### src/rtl/sram_byte_loader.sv
// ---------------------------------------------------------------------------
// sram_byte_loader
//
// Upstream feeder for the SRAM initialisation path. Takes a byte stream over
// a valid/ready handshake, packs every four bytes into a little-endian word
// and presents it on init_enable/init_data/init_addr for WR_CYCLES cycles.
// mode_set is held low (write mode) for the whole load. A one-cycle done
// pulse then tells the rest of the design it may switch the SRAM back to
// read mode.
//
// Ports
//   CLK          system clock, rising edge
//   RSTn         asynchronous active-low reset
//   start        one-cycle load request, honoured only while idle
//   abort        synchronous cancel, overrides everything else
//   word_count   number of words to load, captured with an accepted start
//   byte_valid   upstream byte present
//   byte_data    upstream byte
//   byte_ready   loader takes a byte this cycle
//   init_enable  write strobe toward the SRAM init stage
//   init_data    packed word, stable while init_enable is high
//   init_addr    word address being written
//   mode_set     1 = SRAM read mode, 0 = write mode
//   busy         a load is in progress
//   done         one-cycle pulse after the final word's write window
// ---------------------------------------------------------------------------
module sram_byte_loader #(
    parameter int ADDRW     = 19,
    parameter int DATAW     = 32,
    parameter int WR_CYCLES = 2
) (
    input  logic             CLK,
    input  logic             RSTn,
    input  logic             start,
    input  logic             abort,
    input  logic [ADDRW:0]   word_count,
    input  logic             byte_valid,
    input  logic [7:0]       byte_data,
    output logic             byte_ready,
    output logic             init_enable,
    output logic [DATAW-1:0] init_data,
    output logic [ADDRW-1:0] init_addr,
    output logic             mode_set,
    output logic             busy,
    output logic             done
);

    typedef enum logic [1:0] {
        S_IDLE,
        S_COLLECT,
        S_WRITE,
        S_DONE
    } state_t;

    // Within S_WRITE the hold counter runs 0..WR_CYCLES-1 with the strobe
    // high, then takes the value WR_CYCLES for the single turnaround cycle
    // that precedes collecting the next word.
    localparam logic [3:0]       HOLD_LAST = 4'(WR_CYCLES - 1);
    localparam logic [3:0]       HOLD_TURN = 4'(WR_CYCLES);
    localparam logic [ADDRW:0]   CNT_ONE   = (ADDRW+1)'(1);
    localparam logic [ADDRW-1:0] ADDR_ONE  = ADDRW'(1);

    state_t           state;
    logic [1:0]       byte_idx;
    logic [3:0]       hold_cnt;
    logic [ADDRW:0]   word_cnt;
    logic [ADDRW:0]   word_total;
    logic [ADDRW:0]   word_cnt_next;

    // Words written once the current window closes; compared against the
    // latched total to spot the final word. Widths are ADDRW+1 so a full
    // 2^ADDRW load is representable and init_addr never has to wrap past
    // the last address.
    always_comb begin
        word_cnt_next = word_cnt + CNT_ONE;
    end

    // Single state machine; every output is a register updated here.
    always_ff @(posedge CLK or negedge RSTn) begin
        if (!RSTn) begin
            state       <= S_IDLE;
            byte_ready  <= 1'b0;
            init_enable <= 1'b0;
            init_data   <= '0;
            init_addr   <= '0;
            mode_set    <= 1'b1;
            busy        <= 1'b0;
            done        <= 1'b0;
            byte_idx    <= 2'd0;
            hold_cnt    <= 4'd0;
            word_cnt    <= '0;
            word_total  <= '0;
        end else begin
            done <= 1'b0;
            if (abort) begin
                // Partial word is simply dropped; no done pulse.
                state       <= S_IDLE;
                byte_ready  <= 1'b0;
                init_enable <= 1'b0;
                mode_set    <= 1'b1;
                busy        <= 1'b0;
                byte_idx    <= 2'd0;
                hold_cnt    <= 4'd0;
            end else begin
                case (state)
                    S_IDLE: begin
                        if (start) begin
                            if (word_count != '0) begin
                                word_total <= word_count;
                                word_cnt   <= '0;
                                init_addr  <= '0;
                                byte_idx   <= 2'd0;
                                hold_cnt   <= 4'd0;
                                mode_set   <= 1'b0;
                                busy       <= 1'b1;
                                byte_ready <= 1'b1;
                                state      <= S_COLLECT;
                            end else begin
                                done <= 1'b1;
                            end
                        end
                    end

                    S_COLLECT: begin
                        if (byte_valid && byte_ready) begin
                            init_data[{byte_idx, 3'b000} +: 8] <= byte_data;
                            byte_idx <= byte_idx + 2'd1;
                            if (byte_idx == 2'd3) begin
                                byte_ready  <= 1'b0;
                                init_enable <= 1'b1;
                                hold_cnt    <= 4'd0;
                                state       <= S_WRITE;
                            end
                        end
                    end

                    S_WRITE: begin
                        if (hold_cnt == HOLD_LAST) begin
                            init_enable <= 1'b0;
                            word_cnt    <= word_cnt_next;
                            if (word_cnt_next == word_total) begin
                                done     <= 1'b1;
                                busy     <= 1'b0;
                                mode_set <= 1'b1;
                                state    <= S_DONE;
                            end else begin
                                init_addr <= init_addr + ADDR_ONE;
                                hold_cnt  <= hold_cnt + 4'd1;
                            end
                        end else if (hold_cnt == HOLD_TURN) begin
                            byte_ready <= 1'b1;
                            byte_idx   <= 2'd0;
                            hold_cnt   <= 4'd0;
                            state      <= S_COLLECT;
                        end else begin
                            hold_cnt <= hold_cnt + 4'd1;
                        end
                    end

                    S_DONE: begin
                        state <= S_IDLE;
                    end

                    default: begin
                        state <= S_IDLE;
                    end
                endcase
            end
        end
    end

endmodule

### config.mk
export PLATFORM = sky130hd
export DESIGN_NAME = sram_byte_loader
export DESIGN_NICKNAME = d
export VERILOG_FILES = /design/src/rtl/sram_byte_loader.sv
export SDC_FILE = /design/constraint.sdc
export NUM_CORES = 1
export LEC_CHECK = 0
export ABC_CLOCK_PERIOD_IN_PS = 3150
export BUFFER_PORTS_ARGS = -buffer_cell sky130_fd_sc_hd__buf_4
export CORE_UTILIZATION = 57
export CTS_CLUSTER_DIAMETER = 150
export DETAILED_ROUTE_END_ITERATION = 8
export PLACE_DENSITY = 0.8
export SLEW_MARGIN = 20
export SYNTH_ARGS = -nofsm -noshare
export SYNTH_HDL_FRONTEND = slang
export SYNTH_SLANG_ARGS = --single-unit
export TNS_END_PERCENT = 1
### constraint.sdc
create_clock -name CLK -period 3.15 [get_ports CLK]
set_input_delay 0.1575 -clock CLK [delete_from_list [all_inputs] [get_ports CLK]]
set_output_delay 0.1575 -clock CLK [all_outputs]
set_load 0.005 [all_outputs]
==> impl_metrics.json, run 1 <==
{
  "run_status": "finished clean",
  "clock.fmax_mhz": 337.8,
  "clk_latency_ps": 390,
  "hold_class": "in2reg",
  "place.gp.congestion": 0.9674,
  "final_cell_area_um2": 6943,
  "place_ws_ps": 245.9,
  "htree_levels": 3,
  "cp-startpoint": "word_cnt[0]",
  "clock-skew-final_ps": 14.11,
  "dpl-instance-area_um2": 6608,
  "min_period_over_period_pct": 93.98,
  "endpoint": "init_addr[7]",
  "cts_num_sinks": 104,
  "required_ps": 3420,
  "switchingPower_mw": 1.542,
  "numCtsBuffers": 9,
  "syn_inst": 628,
  "antenna_left": 0,
  "r2r_slack_ps": 190,
  "worst_pin_slew_ps": 910.3,
  "die-height_um": 102.7,
  "via_count": 5170,
  "wl_um": 14510,
  "cp_max_fo": 16,
  "synth_top_area_share_pct": 44.64,
  "cts.path.max_buffers": 2,
  "ys.warnings.count": 0,
  "async_reset_ff_share_pct": 100.0,
  "synth.distinct_cells": 65,
  "antenna_found_initial": 0,
  "final_cells": 863,
  "nets": 772,
  "cts.clk_slew.worst_paths_ps": 110,
  "place_hpwl_um": 10630,
  "drc": 0,
  "synth-edff-count": 0,
  "dieArea_um2": 10540,
  "drtIter0Drc": 341,
  "wl_per_cell_um": 16.81,
  "core_um2": 9774,
  "die_x_um": 102.7,
  "drt-pass1-iter-count": 4,
  "powerDensity_nw_per_um2": 597.7,
  "crit_path_start_kind": "flip-flop",
  "hold_slack_ps": 12.60,
  "setup_violations": 0,
  "hold_violations": 0,
  "vias_per_cell": 5.991,
  "synth-main-ff-cell": "dfrtp_1",
  "synth_nets": 675,
  "ir_drop_v": 0.0003166,
  "dp_cells": 836,
  "reg2reg_depth": 9,
  "rsz0062_at_grt": "no",
  "yosysSeqAreaShare_pct": 45.09,
  "total_power_mw": 4.150,
  "grt_pass1_wl_um": 23270,
  "p_seq_share_pct": 43.4,
  "initial_utilization_pct": 59.08,
  "netlist_area_um2": 5774,
  "switching_share_pct": 37.15,
  "arrival_ps": 3230,
  "pwr-share-comb_pct": 34.7,
  "internal-power_mw": 2.608,
  "worstSetupEndpointType": "flip-flop",
  "tns_ps": 0,
  "overflow": 0,
  "grt_pass1_vias": 4676,
  "reg2reg_from": "word_cnt[0]",
  "pwr-share-clk_pct": 21.9,
  "cts_tree": "yes",
  "clockRootBuffer": "clkbuf_8",
  "drive_gt1_share_pct": 21.51,
  "synth-seq-cells": 104,
  "antenna_cells": 0,
  "io_pins": 89,
  "max_cap_violations": 0,
  "setup_ws_ps": 189.7,
  "avgSynthCellArea_um2": 9.195,
  "power.leakage_nw": 3.140,
  "portBuffers": 88,
  "whs_path_depth": 2,
  "final_util_pct": 71.03,
  "slew_viol_final": 0,
  "final.min_clock_period_ps": 2960,
  "worst-setup-path-type": "reg2reg",
  "yosys-top-cells-area": "dfrtp_1 (45%), nand2_1 (7.9%), o21ai_0 (5.7%)",
  "row_count": 36,
  "grt_max_degree": 54,
  "synth.largest_area_cell": "dfrtp_1",
  "worstReg2RegEnd": "init_addr[7]",
  "synthToLayoutAreaGrowth_pct": 20.24,
  "maxSlewHeadroom_pct": 38.84,
  "track_usage_pct": 28.81
}
-- Yosys cell counts, types with 12 or more instances --
cell type,count
dfrtp_1,103
nand2_1,121
xor2_1,12
a21oi_1,21
a31oi_1,13
inv_1,13
nand4_1,13
mux2_2,21
nand3_1,18
ha_1,14
clkbuf_1,22
nor3_1,18
o21ai_0,66
nor2_1,23
and3_1,16
xnor2_1,17
-- layout by cell type (no fill, tap or decap), drive strengths merged, types with 16 or more instances in the layout --
cell type  Yosys  final
inv           13     17
and3          16     16
a21oi         21     21
mux2          22     22
dfrtp        103    103
nor3          19     19
nand3         18     18
nand2        121    121
nor2          23     23
o21ai         67     67
xnor2         17     17
buf            7    104
-- worst min-delay path by stage --
stage / startpoint / end / slack [ps]
floorplan: RSTn / busy / -140
global placement: RSTn / init_data[25] / 240
detailed placement: RSTn / init_data[25] / 240
CTS: word_count[16] / word_total[16] / 0.4
global route: word_count[11] / word_total[11] / 0.06
finish: word_count[5] / word_total[5] / 10
-- area by class of cell --
class / instances / area [um^2]
Fill cell: 770 / 2831
Timing Repair Buffer: 115 / 903.4
Tap cell: 133 / 166.4
Clock buffer: 9 / 123.9
Sequential cell: 104 / 2604
Clock inverter: 7 / 92.59
Inverter: 13 / 48.80
Multi-Input combinational cell: 482 / 3004
-- power groups by stage --
stage	Clock, mW	Sequential, mW	Combinational (mW)
floorplan	0	1.75	0.984
global placement	0	1.81	1.37
detailed placement	0	1.82	1.42
CTS	0.925	1.80	1.43
global route	0.990	1.83	1.61
finish	0.909	1.80	1.44
-- routing by layer --
metal	global-route usage (%)	vias to the layer above	share of wire, %
met5	0	-	0
met4	13.52	0	2.6
met3	4.475	31	5.6
met2	44.15	199	46
met1	40.25	2473	46
li1	-	2467	-
-- state kept, by name (all words and copies together), names as in the netlist --
| name | flops |
|---|---|
| init_data | 32 |
| word_cnt | 20 |
| word_total | 20 |
| init_addr | 19 |
| hold_cnt | 4 |
| byte_idx | 2 |
| state | 2 |
| busy | 1 |
| byte_ready | 1 |
| done | 1 |
| init_enable | 1 |
| mode_set | 1 |
-- worst max-delay path, stage by stage, from the launching register on --
cell and delay, ps:
dfrtp_1 470, ha_1 210, nand3_1 150, or2_2 360
nor2_1 210, o22ai_1 180, nor3_1 470, nand3b_4 280
a31o_1 280, a32o_1 250
-- logic make-up after synthesis --
| family | share of synthesized area [%] |
|---|---|
| flip-flops | 45.09 |
| XOR/XNOR | 4.399 |
| AND/OR/NAND/NOR | 21.39 |
| adder cells (fa/ha/maj) | 3.034 |
| multiplexers | 4.464 |
| buffers and inverters | 3.034 |
| AO/OA/AOI/OAI | 18.59 |
-- what timing repair did --
| item | in CTS | in global routing |
|---|---|---|
| endpoints found under the hold margin | 59 | 1 |
| endpoints found under the setup margin | 0 | 1 |
| setup buffers | 0 | 0 |
| gates resized for setup | 0 | 1 |
| hold buffers | 10 | 1 |
No activity file was read; power rests on OpenSTA's default activity.
==> inputs of run 2 (changes only) <==
--- a/config.mk
+++ b/config.mk
@@ -5,12 +5,14 @@
 export SDC_FILE = /design/constraint.sdc
 export NUM_CORES = 1
 export LEC_CHECK = 0
-export ABC_CLOCK_PERIOD_IN_PS = 3150
+export ABC_CLOCK_PERIOD_IN_PS = 3500
 export BUFFER_PORTS_ARGS = -buffer_cell sky130_fd_sc_hd__buf_4
-export CORE_UTILIZATION = 57
+export CAP_MARGIN = 40
+export CORE_ASPECT_RATIO = 0.5
+export CORE_UTILIZATION = 60
 export CTS_CLUSTER_DIAMETER = 150
 export DETAILED_ROUTE_END_ITERATION = 8
-export PLACE_DENSITY = 0.8
+export PLACE_DENSITY = 0.84
 export SLEW_MARGIN = 20
 export SYNTH_ARGS = -nofsm -noshare
 export SYNTH_HDL_FRONTEND = slang
==> constraint.sdc (replaced) <==
create_clock -name CLK -period 3.5 [get_ports CLK]
set_input_delay 0.175 -clock CLK [delete_from_list [all_inputs] [get_ports CLK]]
set_output_delay 0.175 -clock CLK [all_outputs]
set_load 0.005 [all_outputs]
==> impl_metrics.json, run 2 (synthesis gave the netlist of run 1 again) <==
{
  "run_status": "finished clean",
  "die-height_um": 71.37,
  "worstSetupEndpointType": "flip-flop",
  "largest_reg_flops": 32,
  "postCtsSetupBuffers": 0,
  "tns_ps": 0,
  "pwr-share-comb_pct": 33.0,
  "core_um2": 9009,
  "top_regs": "init_data (32), word_cnt (20), word_total (20)",
  "cts.path.max_buffers": 2,
  "clockRootBuffer": "clkbuf_16",
  "worst-setup-path-type": "reg2reg",
  "final_cell_area_um2": 6809,
  "max_cap_violations": 0,
  "reg2reg_depth": 9,
  "met1_usage_pct": 41.95,
  "hold_slack_ps": 62.37,
  "clock-skew-final_ps": 6.145,
  "met2_usage_pct": 46.38,
  "htree_levels": 3,
  "clk_latency_ps": 350,
  "maxSlewHeadroom_pct": 45.68,
  "use_met3_pct": 5.481,
  "drt-pass1-iter-count": 5,
  "setup_ws_ps": 349.9,
  "rsz0062_at_grt": "no",
  "dp_cells": 813,
  "internal-power_mw": 2.462,
  "cts_tree": "yes",
  "top_register": "init_data",
  "track_usage_pct": 29.36,
  "place_ws_ps": 485.5,
  "initial_utilization_pct": 64.10,
  "min-delay-start": "word_count[14]",
  "hold_class": "in2reg",
  "switching_share_pct": 35.73,
  "p_seq_share_pct": 42.2,
  "row_count": 24,
  "total_power_mw": 3.831,
  "switchingPower_mw": 1.369,
  "cts_resized": 0,
  "pwr-share-clk_pct": 24.8,
  "nets": 756,
  "overflow": 0,
  "final_util_pct": 75.58,
  "hold_violations": 0,
  "place.gp.congestion": 0.9650,
  "wl_per_cell_um": 16.78,
  "ir_drop_v": 0.0003536,
  "min_to": "word_total[14]",
  "final_cell_mix": "nand2_1 (121), dfrtp_1 (103), buf_4 (97)",
  "portBuffers": 88,
  "final_cells": 831,
  "cp_num_buf_inv": 0,
  "drive_gt1_share_pct": 21.01,
  "io_pins": 89,
  "final_common_cell": "nand2_1",
  "cts.clk_slew.worst_paths_ps": 70,
  "wl_um": 13940,
  "vias_per_cell": 6.096,
  "cp_top_family": "simple AND/OR/NAND/NOR gates",
  "antenna_cells": 0,
  "dpl-instance-area_um2": 6523,
  "grt_pass1_vias": 4572,
  "worst_path_max_delay_cell": "dfrtp_1",
  "cts_num_sinks": 104,
  "place_hpwl_um": 10050,
  "reg2reg_from": "word_cnt[0]",
  "r2r_slack_ps": 350,
  "final.min_clock_period_ps": 3150,
  "crit_path_start_kind": "flip-flop",
  "worstReg2RegEnd": "init_addr[7]",
  "drc": 0,
  "via_count": 5066,
  "grt_max_degree": 48,
  "crit_chain": "ha_1, nand3_1, nor2_1, and3_1, o21ai_1, nor4_2, nand3b_2, a31o_1, a32o_1",
  "arrival_ps": 3400,
  "top_usage_layer": "met2",
  "antenna_left": 0,
  "slew_viol_final": 0,
  "cpPeakStageDelay_ps": 470,
  "antenna_found_initial": 0,
  "numCtsBuffers": 9,
  "dieArea_um2": 10040,
  "cts_hold_buf": 1,
  "cp_max_fo": 16,
  "whs_path_depth": 2,
  "powerDensity_nw_per_um2": 562.7,
  "synthToLayoutAreaGrowth_pct": 17.92,
  "worst_pin_slew_ps": 808.5,
  "clock.fmax_mhz": 317.4,
  "die_x_um": 140.7,
  "power.leakage_nw": 3.059,
  "min_period_over_period_pct": 90.00,
  "setup_violations": 0,
  "grt_pass1_wl_um": 23100,
  "drtIter0Drc": 346,
  "path_depth": 9,
  "required_ps": 3750
}
-- run 2: changes by cell type in the layout (fill, tap and decap cells not counted), moves of 2 or more --
cell,before,now
clkinv_2,0,2
clkbuf_8,9,0
clkinvlp_4,0,2
buf_4,103,97
clkbuf_16,0,9
dlygate4sd3_1,11,1
-- run 2: worst register-to-register path, stage by stage (launching register included) --
cell      delay [ps]
dfrtp_1          470
ha_1             350
nand3_1          210
nor2_1           450
and3_1           240
o21ai_1           80
nor4_2           370
nand3b_2         330
a31o_1           310
a32o_1           230
-- run 2: how the worst max path moves through the flow --
| stage | start | end |
|---|---|---|
| finish | word_cnt[0] | init_addr[7] |
| global route | word_cnt[0] | init_addr[7] |
| CTS | word_cnt[0] | init_addr[7] |
| detailed placement | word_cnt[0] | init_addr[8] |
| global placement | word_cnt[0] | init_addr[8] |
| floorplan | word_cnt[0] | init_addr[8] |
-- run 2: metal layers --
metal	vias to the layer above	part of all wire (%)
met1	2421	48
met2	193	45
met4	0	1.2
met5	-	0
met3	18	6.0
li1	2434	-
-- run 2: area by class of cell --
class                           count  area [um^2]
Clock buffer                       10        229.0
Clock inverter                      6        42.54
Fill cell                         685         2200
Inverter                           13        48.80
Multi-Input combinational cell    482         2995
Sequential cell                   104         2604
Tap cell                          117        146.4
Timing Repair Buffer               99        743.2
-- run 2: power by group through the flow --
stage / registers (mW) / logic (mW) / clock network (mW)
floorplan: 1.57 / 0.885 / 0
global placement: 1.62 / 1.22 / 0
detailed placement: 1.63 / 1.25 / 0
CTS: 1.61 / 1.26 / 0.962
global route: 1.64 / 1.40 / 1.00
finish: 1.62 / 1.27 / 0.950
